--- src/rtl/cacheline_arbiter.sv ---
// Round-robin arbiter that merges icache and dcache line traffic onto one physical memory port.
// The winning request is latched so memory sees constant inputs for the whole transaction.
module cacheline_arbiter #(
    parameter int ADDR_W = 32,
    parameter int LINE_W = 256
) (
    input  logic              clk,
    input  logic              rst,
    input  logic              i_read,
    input  logic [ADDR_W-1:0] i_address,
    output logic [LINE_W-1:0] i_rdata,
    output logic              i_resp,
    input  logic              d_read,
    input  logic              d_write,
    input  logic [ADDR_W-1:0] d_address,
    input  logic [LINE_W-1:0] d_wdata,
    output logic [LINE_W-1:0] d_rdata,
    output logic              d_resp,
    output logic              pmem_read,
    output logic              pmem_write,
    output logic [ADDR_W-1:0] pmem_address,
    output logic [LINE_W-1:0] pmem_wdata,
    input  logic [LINE_W-1:0] pmem_rdata,
    input  logic              pmem_resp,
    input  logic              pmem_error,
    output logic              arb_error
);

    typedef enum logic [1:0] {
        IDLE,
        BUSY_I,
        BUSY_D,
        RECOVER
    } state_t;

    state_t            state_q, state_d;
    logic              lastGrantD_q;
    logic              ownerD_q;
    logic              read_q, write_q;
    logic [ADDR_W-1:0] addr_q;
    logic [LINE_W-1:0] wdata_q;
    logic [LINE_W-1:0] iRdata_q, dRdata_q;
    logic              arbError_q;

    logic iReq, dReq, grantI, grantD, busy;

    assign iReq = i_read;
    assign dReq = d_read | d_write;
    assign busy = (state_q == BUSY_I) || (state_q == BUSY_D);

    always_ff @(posedge clk) begin
        if (rst) begin
            state_q      <= IDLE;
            lastGrantD_q <= 1'b0;
            ownerD_q     <= 1'b0;
            read_q       <= 1'b0;
            write_q      <= 1'b0;
            addr_q       <= '0;
            wdata_q      <= '0;
            iRdata_q     <= '0;
            dRdata_q     <= '0;
            arbError_q   <= 1'b0;
        end else begin
            state_q <= state_d;
            // Round-robin pointer only moves when both clients competed.
            if (grantI) begin
                ownerD_q <= 1'b0;
                addr_q   <= i_address;
                read_q   <= 1'b1;
                write_q  <= 1'b0;
                if (dReq) lastGrantD_q <= 1'b0;
            end
            if (grantD) begin
                ownerD_q <= 1'b1;
                addr_q   <= d_address;
                read_q   <= ~d_write;
                write_q  <= d_write;
                wdata_q  <= d_wdata;
                if (iReq) lastGrantD_q <= 1'b1;
            end
            if (busy) begin
                if (pmem_error) begin
                    arbError_q <= 1'b1;
                    read_q     <= 1'b0;
                    write_q    <= 1'b0;
                end else if (pmem_resp) begin
                    read_q  <= 1'b0;
                    write_q <= 1'b0;
                    if (state_q == BUSY_D) dRdata_q <= pmem_rdata;
                    else iRdata_q <= pmem_rdata;
                end
            end
        end
    end

    always_comb begin
        state_d = state_q;
        grantI  = 1'b0;
        grantD  = 1'b0;
        case (state_q)
            IDLE: begin
                if (iReq && dReq) begin
                    if (lastGrantD_q) grantI = 1'b1;
                    else grantD = 1'b1;
                end else if (dReq) begin
                    grantD = 1'b1;
                end else if (iReq) begin
                    grantI = 1'b1;
                end
                if (grantI) state_d = BUSY_I;
                else if (grantD) state_d = BUSY_D;
            end
            BUSY_I, BUSY_D: begin
                if (pmem_error) state_d = IDLE;
                else if (pmem_resp) state_d = RECOVER;
            end
            RECOVER: state_d = IDLE;
            default: state_d = IDLE;
        endcase
    end

    // RECOVER doubles as memory's post-response idle cycle.
    always_comb begin
        i_resp       = (state_q == RECOVER) && !ownerD_q;
        d_resp       = (state_q == RECOVER) && ownerD_q;
        i_rdata      = iRdata_q;
        d_rdata      = dRdata_q;
        pmem_read    = read_q;
        pmem_write   = write_q;
        pmem_address = addr_q;
        pmem_wdata   = wdata_q;
        arb_error    = arbError_q;
    end

endmodule

--- config.mk ---
export PLATFORM = sky130hd
export DESIGN_NAME = cacheline_arbiter
export DESIGN_NICKNAME = d
export VERILOG_FILES = /design/src/rtl/cacheline_arbiter.sv
export SDC_FILE = /design/constraint.sdc
export NUM_CORES = 2
export LEC_CHECK = 0
export ABC_CLOCK_PERIOD_IN_PS = 2430
export BUFFER_PORTS_ARGS = -buffer_cell sky130_fd_sc_hd__buf_2
export CORE_AREA = 4 4 542 544
export DETAILED_ROUTE_END_ITERATION = 6
export DIE_AREA = 0 0 546 548
export PLACE_DENSITY = 0.3
export SYNTH_ARGS = -nofsm -noshare
export SYNTH_HDL_FRONTEND = slang
export SYNTH_SLANG_ARGS = --single-unit
export TNS_END_PERCENT = 30
--- constraint.sdc ---
create_clock -name clk -period 2.43 [get_ports clk]
set_input_delay 0.3645 -clock clk [delete_from_list [all_inputs] [get_ports clk]]
set_output_delay 0.3645 -clock clk [all_outputs]
set_load 0.01 [all_outputs]
==> run_results.csv <==
group,metric,value,unit
cts,ctsResizeCount,0,
global_route,grt_remaining_overflow,0,
setup_path,critical_path_arrival,1770,ps
final_layout,layout.nets,6066,
global_route,top_usage_layer,"met2",
global_route,grt_pass1_vias,33963,
setup_path,r2r-end,"i_rdata[9]",
cts,numCtsBuffers,109,
placement,gp_congestion,0.880,
die,rows,198,
outcome,status,"complete, no violations",
sta,grt_setup_unrepaired,"false",
yosys,ys_seq_area_share,55.4,%
cts,cts_hold_buf,571,
yosys,synthTopCellsByArea,"dfxtp_1 (55%), a21oi_1 (14%), nand2_1 (13%)",
setup_path,startpoint,"state_q[1]",
yosys,yosys.area.top_type_share,55.4,%
drt,drtIter0Drc,1993,
drt,wl_per_cell,21.2,um
pwr,ir_drop,0.452,mV
drt,vias,33631,
setup_path,cp_slowest_cell,"dfxtp_1",
drt,finalWirelength,199000,um
yosys,synthTopCellsByCount,"nand2_1 (1,030), a21oi_1 (837), dfxtp_1 (807)",
setup_path,critPathCapture,"i_resp",
yosys,synth.distinct_cells,34,
cts,h-tree-depth,3,
setup_path,crit_chain,"ha_1 > nor2b_1 > buf_2",
setup_path,worstRegToRegCells,7,
global_route,grt_pass1_wl,275000,um
sta,fin_skew,37.6,ps
setup_path,max_stage_delay,400,ps
sta,fin_setup_tns,0,ps
cts,clkSinkCount,807,
sta,setup_slack,297,ps
cts,clockBufferDepth,4,
setup_path,worst-r2r-setup-slack,400,ps
cts,cts_root_buffer,"clkbuf_16",
yosys,syn_area,0.0291,mm2
final_layout,multi_input_area,0.0113,mm2
setup_path,critical_path.endpoint_type,"output port",
global_route,grt_usage,12.6,%
sta,finalCritPeriodShare,87.8,%
cts,cts_setup_buffers,0,
die,start_util,10.1,%
die,coreArea,0.290,mm2
die,die-area,0.299,mm2
die,fp.dieW,546,um
yosys,yosysMostFrequentCell,"nand2_1",
die,die_h,548,um
drt,drt_pass1_iterations,5,
sta,drv_slew,0,
setup_path,cp.required,2070,ps
final_layout,seqCellArea,0.0162,mm2
final_layout,area_growth,72.7,%
cts,clk_pin_slew,60,ps
placement,post-dp-hpwl,158000,um
sta,slew_headroom,40.0,%
sta,max_slew.worst_pin.slew,900,ps
cts,clock_latency,820,ps
global_route,met1_usage,14.3,%
setup_path,path_class,"flip-flop to output port",
drt,remaining_drc_errors,0,
sta,hold_viol,0,
final_layout,fill_cells,33149,
setup_path,cp-start-kind,"flip-flop",
setup_path,r2r-start,"state_q[1]",
placement,io_buffers,1387,
yosys,syn_inst,3592,
yosys,yosysTopAreaCell,"dfxtp_1",
drt,drtAntennaViolNets,0,
yosys,syn_area_per_cell,8.11,um2
yosys,synth_edf_count,0,
drt,viasPerCell,3.58,
sta,period_needed,2130,ps
min_path,worst_hold_path_type,"input port to flip-flop",
die,ios,1388,
yosys,ys_async_sr_fraction,0,%
run,cap_violations,0,
global_route,grt_max_degree,111,
setup_path,worstPathMaxFanout,5,
final_layout,layout-drive-gt1-share,31.0,%
yosys,ys_seq_elements,807,
global_route,antenna_found_initial,87,
sta,max_freq,469,MHz
yosys,yosys_warnings,0,
pwr,cellPowerDensity,808,mW/mm2
yosys,synth_nets,4179,
yosys,synth-main-ff-cell,"dfxtp_1",
global_route,use_met3,4.08,%
placement,pre_cts_slack,187,ps
sta,setup_viol,0,
global_route,met2_usage,22.7,%
cts,cts_tree,"yes",
pwr,p_leak,20.8,nW
[layout make-up]
| cell class | count | area share, % |
|---|---|---|
| Clock buffer | 161 | 6.35 |
| Inverter | 3 | 0.0224 |
| Antenna cell | 36 | 0.179 |
| Timing Repair Buffer | 2113 | 28.5 |
| Clock inverter | 33 | 0.910 |
| Multi-Input combinational cell | 2445 | 22.5 |
| Tap cell | 3800 | 9.45 |
| Sequential cell | 807 | 32.1 |
[registers in the layout, summed over array words and instances (netlist names), named ones only]
signal and cells:
arb_error 1, d_rdata 256, i_rdata 256, ownerD_q 1, pmem_address 32, pmem_read 1, pmem_wdata 256, pmem_write 1
state_q 2
[routing by layer]
layer / up-vias / wire length [um]
li1: 15955 / -
met1: 16001 / 79100
met2: 1333 / 98800
met3: 288 / 15400
met4: 54 / 5350
met5: - / 334
[metrics by stage]
step	cells	instance area (um2)	hold WS (ps)	power, mW	util (%)
3_3_place_gp	8597	40900	438	23.6	14.1
5_1_grt	9381	50300	68.8	42.7	17.4
2_1_floorplan	3592	29100	445	19.1	-
3_5_place_dp	8597	40900	443	23.6	14.1
4_1_cts	9362	50200	9.50	41.6	17.3
6_report	9398	50300	114	40.7	17.4
[how the worst min path moves through the flow]
stage	startpoint	slack, ps	endpoint	cells after the start
2_1_floorplan	ownerD_q	450	ownerD_q	2
3_3_place_gp	i_rdata[167]	440	i_rdata[167]	2
3_5_place_dp	i_rdata[85]	440	i_rdata[85]	2
4_1_cts	d_address[29]	9	pmem_address[29]	4
5_1_grt	d_write	70	pmem_read	4
6_report	d_address[29]	110	pmem_address[29]	4
[kinds of logic (layout without fill, tap and decap cells)]
logic type      Yosys count  in the layout  share of synthesized area (%)
compound gates         1137           1137                           20.3
other cells               0             36                              0
flops                   807            807                           55.4
simple gates           1304           1304                           18.1
fa+ha+maj                 4              4                          0.172
buf+inv                 340           2310                           5.98
[worst max-delay path: cells and delay by family, from the launching register on]
kind,cells,cell delay (ps)
buffers and inverters,1,200
DFF,1,400
and+or+nand+nor,1,160
adders and majority gates,1,220
[layout by cell type, fill, tap and decap left out, types with 9 or more instances in the layout]
| cell | count |
|---|---|
| clkbuf_16 | 109 |
| buf_12 | 42 |
| clkbuf_8 | 27 |
| a21oi_1 | 837 |
| dlygate4sd3_1 | 571 |
| dfxtp_1 | 806 |
| nand3_1 | 256 |
| o21ai_1 | 40 |
| o221a_1 | 30 |
| clkbuf_1 | 25 |
| nand2_1 | 1029 |
| buf_2 | 1386 |
| clkinv_2 | 14 |
| diode_2 | 36 |
| bufinv_16 | 9 |
| buf_4 | 113 |
| o21ai_0 | 220 |
[report_power, final]
group | total (mW) | switching (mW) | internal, mW
logic | 8.83 | 5.51 | 3.32
registers | 15.2 | 0.693 | 14.5
clock network | 16.7 | 6.66 | 10.0
total | 40.7 | 12.9 | 27.8
Power figures use the tool's default switching activity.
